$ cat src/rtl/muldiv_ex_ctrl.sv
// rtl/muldiv_ex_ctrl.sv - iterative multiply/divide sequencer with HI/LO and EX-stage stall
module muldiv_ex_ctrl #(
    parameter int WIDTH = 32,
    parameter int CNT_W = 5
) (
    input  logic             clk,
    input  logic             rst_n,
    input  logic             start,
    input  logic             flush,
    input  logic [1:0]       op,
    input  logic [WIDTH-1:0] opA,
    input  logic [WIDTH-1:0] opB,
    input  logic             mf_req,
    output logic             busy,
    output logic             stall,
    output logic             done,
    output logic             dz,
    output logic [WIDTH-1:0] hi,
    output logic [WIDTH-1:0] lo
);

    typedef enum logic [1:0] {
        S_IDLE = 2'd0,
        S_RUN  = 2'd1,
        S_FIX  = 2'd2
    } state_t;

    localparam logic [CNT_W-1:0] CNT_LAST = CNT_W'(WIDTH - 1);

    state_t               r_state;
    state_t               w_next;
    logic [1:0]           r_op;
    logic [WIDTH-1:0]     r_opnd;
    logic [WIDTH-1:0]     r_a_raw;
    logic                 r_neg_q;
    logic                 r_neg_r;
    logic                 r_zdiv;
    logic [CNT_W-1:0]     r_cnt;
    logic [2*WIDTH-1:0]   r_acc;
    logic [WIDTH-1:0]     r_hi;
    logic [WIDTH-1:0]     r_lo;
    logic                 r_done;
    logic                 r_dz;

    logic                 w_accept;
    logic                 w_signed;
    logic [WIDTH-1:0]     w_abs_a;
    logic [WIDTH-1:0]     w_abs_b;
    logic [WIDTH:0]       w_mul_sum;
    logic [2*WIDTH-1:0]   w_mul_acc;
    logic [WIDTH:0]       w_div_diff;
    logic [2*WIDTH-1:0]   w_div_acc;
    logic [2*WIDTH-1:0]   w_neg_acc;
    logic [WIDTH-1:0]     w_quot;
    logic [WIDTH-1:0]     w_rem;

    assign w_accept = (r_state == S_IDLE) & start & ~flush;
    assign w_signed = ~op[0];
    assign w_abs_a  = (w_signed & opA[WIDTH-1]) ? -opA : opA;
    assign w_abs_b  = (w_signed & opB[WIDTH-1]) ? -opB : opB;

    // Multiply: multiplier sits in the low half and shifts out as the product shifts in.
    assign w_mul_sum = {1'b0, r_acc[2*WIDTH-1:WIDTH]} + {1'b0, r_opnd};
    assign w_mul_acc = r_acc[0] ? {w_mul_sum, r_acc[WIDTH-1:1]}
                                : {1'b0, r_acc[2*WIDTH-1:1]};

    // Divide: trial is WIDTH+1 bits wide because the shifted remainder can exceed WIDTH bits.
    assign w_div_diff = r_acc[2*WIDTH-1:WIDTH-1] - {1'b0, r_opnd};
    assign w_div_acc  = w_div_diff[WIDTH] ? {r_acc[2*WIDTH-2:0], 1'b0}
                                          : {w_div_diff[WIDTH-1:0], r_acc[WIDTH-2:0], 1'b1};

    assign w_neg_acc = -r_acc;
    assign w_quot    = r_acc[WIDTH-1:0];
    assign w_rem     = r_acc[2*WIDTH-1:WIDTH];

    always_ff @(posedge clk or negedge rst_n) begin
        if (!rst_n) begin
            r_state <= S_IDLE;
        end else begin
            r_state <= w_next;
        end
    end

    always_comb begin
        w_next = r_state;
        case (r_state)
            S_IDLE:  if (w_accept) w_next = S_RUN;
            S_RUN:   if (r_cnt == '0) w_next = S_FIX;
            S_FIX:   w_next = S_IDLE;
            default: w_next = S_IDLE;
        endcase
    end

    always_ff @(posedge clk or negedge rst_n) begin
        if (!rst_n) begin
            r_op    <= 2'b00;
            r_opnd  <= '0;
            r_a_raw <= '0;
            r_neg_q <= 1'b0;
            r_neg_r <= 1'b0;
            r_zdiv  <= 1'b0;
            r_cnt   <= '0;
            r_acc   <= '0;
            r_hi    <= '0;
            r_lo    <= '0;
            r_done  <= 1'b0;
            r_dz    <= 1'b0;
        end else begin
            r_done <= 1'b0;
            case (r_state)
                S_IDLE: begin
                    if (w_accept) begin
                        r_op    <= op;
                        r_a_raw <= opA;
                        r_neg_q <= w_signed & (opA[WIDTH-1] ^ opB[WIDTH-1]);
                        r_neg_r <= w_signed & opA[WIDTH-1];
                        r_zdiv  <= op[1] & (opB == '0);
                        r_cnt   <= CNT_LAST;
                        r_opnd  <= op[1] ? w_abs_b : w_abs_a;
                        r_acc   <= {{WIDTH{1'b0}}, (op[1] ? w_abs_a : w_abs_b)};
                    end
                end
                S_RUN: begin
                    r_acc <= r_op[1] ? w_div_acc : w_mul_acc;
                    r_cnt <= r_cnt - 1'b1;
                end
                S_FIX: begin
                    r_done <= 1'b1;
                    if (!r_op[1]) begin
                        {r_hi, r_lo} <= r_neg_q ? w_neg_acc : r_acc;
                        r_dz         <= 1'b0;
                    end else if (r_zdiv) begin
                        r_lo <= '1;
                        r_hi <= r_a_raw;
                        r_dz <= 1'b1;
                    end else begin
                        r_lo <= r_neg_q ? -w_quot : w_quot;
                        r_hi <= r_neg_r ? -w_rem : w_rem;
                        r_dz <= 1'b0;
                    end
                end
                default: ;
            endcase
        end
    end

    assign busy  = (r_state != S_IDLE);
    assign stall = busy & (start | mf_req);
    assign done  = r_done;
    assign dz    = r_dz;
    assign hi    = r_hi;
    assign lo    = r_lo;

endmodule

$ cat config.mk
export PLATFORM = sky130hd
export DESIGN_NAME = muldiv_ex_ctrl
export DESIGN_NICKNAME = d
export VERILOG_FILES = /design/src/rtl/muldiv_ex_ctrl.sv
export SDC_FILE = /design/constraint.sdc
export NUM_CORES = 1
export LEC_CHECK = 0
export CAP_MARGIN = 20
export CORE_AREA = 2 2 208 169
export CTS_BUF_LIST = sky130_fd_sc_hd__clkbuf_4 sky130_fd_sc_hd__clkbuf_8 sky130_fd_sc_hd__clkbuf_16
export DETAILED_ROUTE_END_ITERATION = 8
export DIE_AREA = 0 0 210 171
export PLACE_DENSITY = 0.7
export SYNTH_ARGS = -nofsm -noshare
export SYNTH_HDL_FRONTEND = slang
export SYNTH_SLANG_ARGS = --single-unit
export TNS_END_PERCENT = 30
$ cat constraint.sdc
create_clock -name clk -period 9 [get_ports clk]
set_input_delay 1.8 -clock clk [delete_from_list [all_inputs] [get_ports clk]]
set_output_delay 1.8 -clock clk [all_outputs]
set_load 0.005 [all_outputs]
# Word-level counts from Yosys, hierarchy flattened
# Index checks and enable logic that the tools add are counted.
dict set report totals {
  in_bits 71
  register_bits 206
  wordCells 68
  output_inout_bits 68
}
dict set report classes {
  reduce_logical 8
  n_bitwise 11
  n_addsub 8
  muxes 24
  eq_ne 4
}
# operator count
set op_table {}
lappend op_table {{32-bit two-way mux} 10}
lappend op_table {{64-bit two-way mux} 5}
lappend op_table {{32-bit negation} 4}
lappend op_table {{64-bit one-hot mux with 2 select lines} 1}
lappend op_table {{64-bit negation} 1}
lappend op_table {{32-bit by 32-bit adder with 33-bit output} 1}
lappend op_table {{33-bit by 32-bit subtractor with 33-bit output} 1}
lappend op_table {{32-bit zero test} 1}
lappend op_table {{5-bit one-hot mux with 2 select lines} 1}
lappend op_table {{1-bit bitwise AND} 7}
lappend op_table {{2-bit AND reduction} 3}
lappend op_table {{5-bit zero test} 1}
lappend op_table {{5-bit two-way mux} 1}
lappend op_table {{5-bit by 1-bit subtractor with 5-bit output (second input constant)} 1}
lappend op_table {{2-bit two-way mux} 2}
lappend op_table {{2-bit inequality test (second input constant)} 2}
lappend op_table {{2-bit one-hot mux with 2 select lines} 1}
lappend op_table {{2-bit nonzero test} 2}
lappend op_table {{1-bit two-way mux} 3}
lappend op_table {{2-bit by 1-bit == test with 1-bit output (second input constant)} 1}
lappend op_table {{2-bit == test (second input constant)} 1}
lappend op_table {{2-bit zero test} 1}
lappend op_table {{1-bit NOT} 2}
lappend op_table {{1-bit bitwise OR} 1}
lappend op_table {{1-bit bitwise XOR} 1}

# Depth between registers and ports, before layout
dict set report depth {
  depth_word 6
  depth_mapped 14
  depth_no_buf 13
}

# Worst setup path after synthesis
# OpenSTA, ideal clock, no wires.
dict set report synth_timing {
  path_type {input-to-reg}
  startpoint {in opB[1]}
  endpoint {reg r_acc[27]}
  cell_stages 11
  setup_ps 137
  slack_ps 4912
  t_required_ps 8863
  t_arrival_ps 3951
  n_path_buf 1
  path_cell_list {or2_2 -> nor4_1 -> nand2b_1 -> nand3b_1 -> or2_1 -> clkbuf_1 -> o41ai_2 -> xor2_1 -> a21oi_1 -> a221oi_1 -> a21oi_1}
}
dict set report synth_between {
  elab_chain_cells 5
}
# element line_no
set synth_lines {}
lappend synth_lines {{start: declaration} 12} ;# input logic [WIDTH-1:0] opB,
lappend synth_lines {{32-bit negation} 60} ;# assign w_abs_b = (w_signed & opB[WIDTH-1]) ? -opB : opB;
lappend synth_lines {{32-bit two-way mux} 60}
lappend synth_lines {{32-bit two-way mux} 120} ;# r_acc <= {{WIDTH{1'b0}}, (op[1] ? w_abs_a : w_abs_b)};
lappend synth_lines {{64-bit two-way mux} 112} ;# if (w_accept) begin
lappend synth_lines {{64-bit one-hot mux with 2 select lines} 110} ;# case (r_state)
lappend synth_lines {{end signal: assignment} 120}
lappend synth_lines {{end signal: assignment} 124} ;# r_acc <= r_op[1] ? w_div_acc : w_mul_acc;
lappend synth_lines {{end: declaration} 39} ;# logic [2*WIDTH-1:0] r_acc;
# No other way between the ends. The select of a mux whose other input is x is not followed.
# A chain may end at the register's enable or synchronous reset.

# Worst setup path after layout
dict set report layout_timing {
  startpoint {in start}
  endpoint {out stall}
}
dict set report layout_between {
  elab_chain_cells 2
}
# element line_no
set layout_lines {}
lappend layout_lines {{start: declaration} 8} ;# input logic start,
lappend layout_lines {{1-bit bitwise OR} 148} ;# assign stall = busy & (start | mf_req);
lappend layout_lines {{1-bit bitwise AND} 148}
lappend layout_lines {{end: declaration} 15} ;# output logic stall,
# No other way between the ends.

==> impl_metrics.yaml <==
status:
  outcome: "finished clean"
logic_synthesis:
  synth_edf_count: 0
  dominantRegCellSynth: "dfrtp_1"
  synth_area_leaders: "dfrtp_1, nand2_1, a21oi_1"
  yosys_warnings: 0
  synth-async-reset-ratio: 1.00
  syn_avg_cell_area_um2: 7.80
  synth_nets: 2283
  netlist_top_cells_count: "nand2_1, dfrtp_1, a21oi_1"
  ys_ff_latch: 205
  synth_top_area_frac: 0.307
  synth_area_um2: 16700
  synth_most_common_cell: "nand2_1"
  synth_top_area_cell: "dfrtp_1"
  synth_cell_type_count: 82
  ys_seq_area_frac: 0.307
  syn_inst: 2140
cells_and_area:
  final_net_count: 2317
  syn2layout_area_growth_pct: 14.0
  antenna_cells: 0
  layout-drive-gt1-share: 0.0511
  design_area_um2: 19000
  fillCellCount: 3211
  final_util: 0.558
die:
  die_y_um: 171
  core_area_um2: 34100
  ios: 139
  num_rows: 61
  start_util: 0.489
  fp.dieArea_um2: 35900
  chipWidth_um: 210
drt:
  num_vias: 16400
  drcViolationCount: 0
  routed_via_density: 6.24
  wl_met1_um: 26500
  route.met2.wl_um: 24600
  drt_iter0_markers: 2162
  wl_um: 58700
  highest_layer: "met4"
  wl_met3_um: 5610
  dr.pass1.iters: 6
  wire_per_inst_um: 22.3
  ant_nets: 0
critical_path:
  worst_setup_path_start_kind: "input pin"
  critPathMaxFanout: 3
  worstRegToRegCells: 13
  startpoint: "start"
  end_kind: "primary output"
  worstSetupPathType: "input pin to primary output"
  rrSetupSlack_ps: 4500
  endpoint: "stall"
  r2r-start: "r_acc[32]$_DFFE_PN0P_"
  crit_arrival_ps: 2900
  worstPathRequired_ps: 7200
  r2r-end: "r_acc[53]$_DFFE_PN0P_"
placement:
  pre_cts_slack_ps: 3890
  place_congestion: 0.968
  post-dp-hpwl_um: 43000
  portBuffers: 138
  placed_area_um2: 18200
global_routing:
  grt_pass1_vias: 15100
  grt_max_degree: 97
  overflow: 0
  grt_pass1_wl_um: 90200
  antenna_found_initial: 0
  grt_usage: 0.324
cts:
  cts_tree: "done"
  clk_pin_slew_ps: 60
  cts_buffer_depth: 3
  htree_levels: 1
  root_buffer: "clkbuf_16"
  cts_hold_buf: 0
  clock_latency_ps: 550
  post_cts_buffers: 0
  cts_resized: 0
  cts_made_buffers: 25
  clkSinkCount: 205
sta:
  finalWorstSetupSlack_ps: 4300
  tns_ps: 0
  setup_viol: 0
  maxSlewHeadroom: 0.249
  hold_ws_ps: 477
  fmax_mhz: 213
  slew_violations: 0
  worst_pin_slew_ps: 1130
  period_share: 0.522
  fin_crit_ps: 4700
  rsz0062_at_grt: "no"
  fin_skew_ps: 18.9
  timing_hold_violations_final: 0
pwr:
  ir_worst_vdd_uv: 203
  p_leak_nw: 7.86
  p_per_area_nw_per_um2: 429
run:
  maxCapViolations: 0
min_path:
  hold_class: "flip-flop to flip-flop"
-- cells by family after synthesis --
family / share of synthesized area
muxes: 0.0355
adders and majority gates: 0.0549
AOI/OAI and AO/OA: 0.254
DFF: 0.307
xor gates and xnor gates: 0.105
and+or+nand+nor: 0.195
buffers and inverters: 0.0482
-- flip-flops by register name, indices dropped and copies added, names as in the netlist, 2 cells and up --
name,count
r_state,2
r_acc,64
hi,32
r_opnd,32
lo,32
r_a_raw,32
r_cnt,5
-- area by class of cell --
type	count	area [µm²]	share of cell area
clock inverters	13	98.8	0.00520
repair buffers	162	1560	0.0820
well taps	441	552	0.0290
inverters	54	203	0.0107
flip-flops and latches	205	5140	0.270
clock buffers	32	697	0.0366
multi-input cells	1726	10800	0.567
-- worst max-delay path, cell delays in order --
cell and delay [ps]:
clkdlybuf4s50_1 500, o21a_1 120, clkdlybuf4s50_1 490
-- worst min-delay path by stage --
stage | from | endpoint | slack (ps) | cells past startpoint
global route | r_a_raw[9]$_DFFE_PN0P_ | r_a_raw[9]$_DFFE_PN0P_ | 490 | 2
floorplan | r_a_raw[17]$_DFFE_PN0P_ | r_a_raw[17]$_DFFE_PN0P_ | 440 | 2
global placement | hi[9]$_DFFE_PN0P_ | hi[9]$_DFFE_PN0P_ | 460 | 2
detailed placement | r_a_raw[9]$_DFFE_PN0P_ | r_a_raw[9]$_DFFE_PN0P_ | 470 | 2
CTS | r_a_raw[9]$_DFFE_PN0P_ | r_a_raw[9]$_DFFE_PN0P_ | 480 | 2
finish | hi[14]$_DFFE_PN0P_ | hi[14]$_DFFE_PN0P_ | 480 | 2
-- layer usage --
layer	global-route usage	vias up
li1	-	7687
met1	0.466	7932
met2	0.479	709
met3	0.0753	107
met4	0.102	0
met5	0	-
-- where the power goes --
| part | switching [mW] | total, mW | internal, mW | leakage, nW |
|---|---|---|---|---|
| Clock | 0.434 | 1.01 | 0.576 | 0.402 |
| Sequential | 0.695 | 2.03 | 1.34 | 2.56 |
| Combinational | 2.95 | 5.12 | 2.18 | 4.90 |
| Total | 4.07 | 8.16 | 4.09 | 7.86 |
-- placed cells by master, fill, tap and decap left out, types with 10 or more instances in the layout --
cell type        synthesis  final
o21a_1                  16     16
o21ai_0                184    184
nor3_1                  39     39
or4_1                   14     14
nand3_1                 28     28
nand2_1                346    346
xor2_1                 103    103
nor4_1                  12     12
xnor2_1                 93     93
a211oi_1                57     57
or3_1                   24     24
o31ai_1                 31     31
a21o_1                  32     32
a22oi_1                 10     10
ha_1                    70     70
and2_1                  10     10
buf_4                    0     24
o211ai_1                42     42
inv_1                   52     52
or2_2                   10     10
nor2_1                 155    155
a21oi_1                191    190
dfrtp_1                205    202
mux2i_1                 57     57
nand2b_1                22     21
nor2b_1                 19     18
a22o_1                  11     11
clkbuf_16                0     25
clkdlybuf4s50_1          0    136
a31oi_1                 22     22
-- per-stage QoR --
stage / total power [mW] / cells
2_1_floorplan: 5.53 / 2140
3_3_place_gp: 6.91 / 2588
3_5_place_dp: 7.02 / 2588
4_1_cts: 8.06 / 2633
5_1_grt: 8.81 / 2633
6_report: 8.16 / 2633
Note: power is estimated with default switching activity, not from simulation.
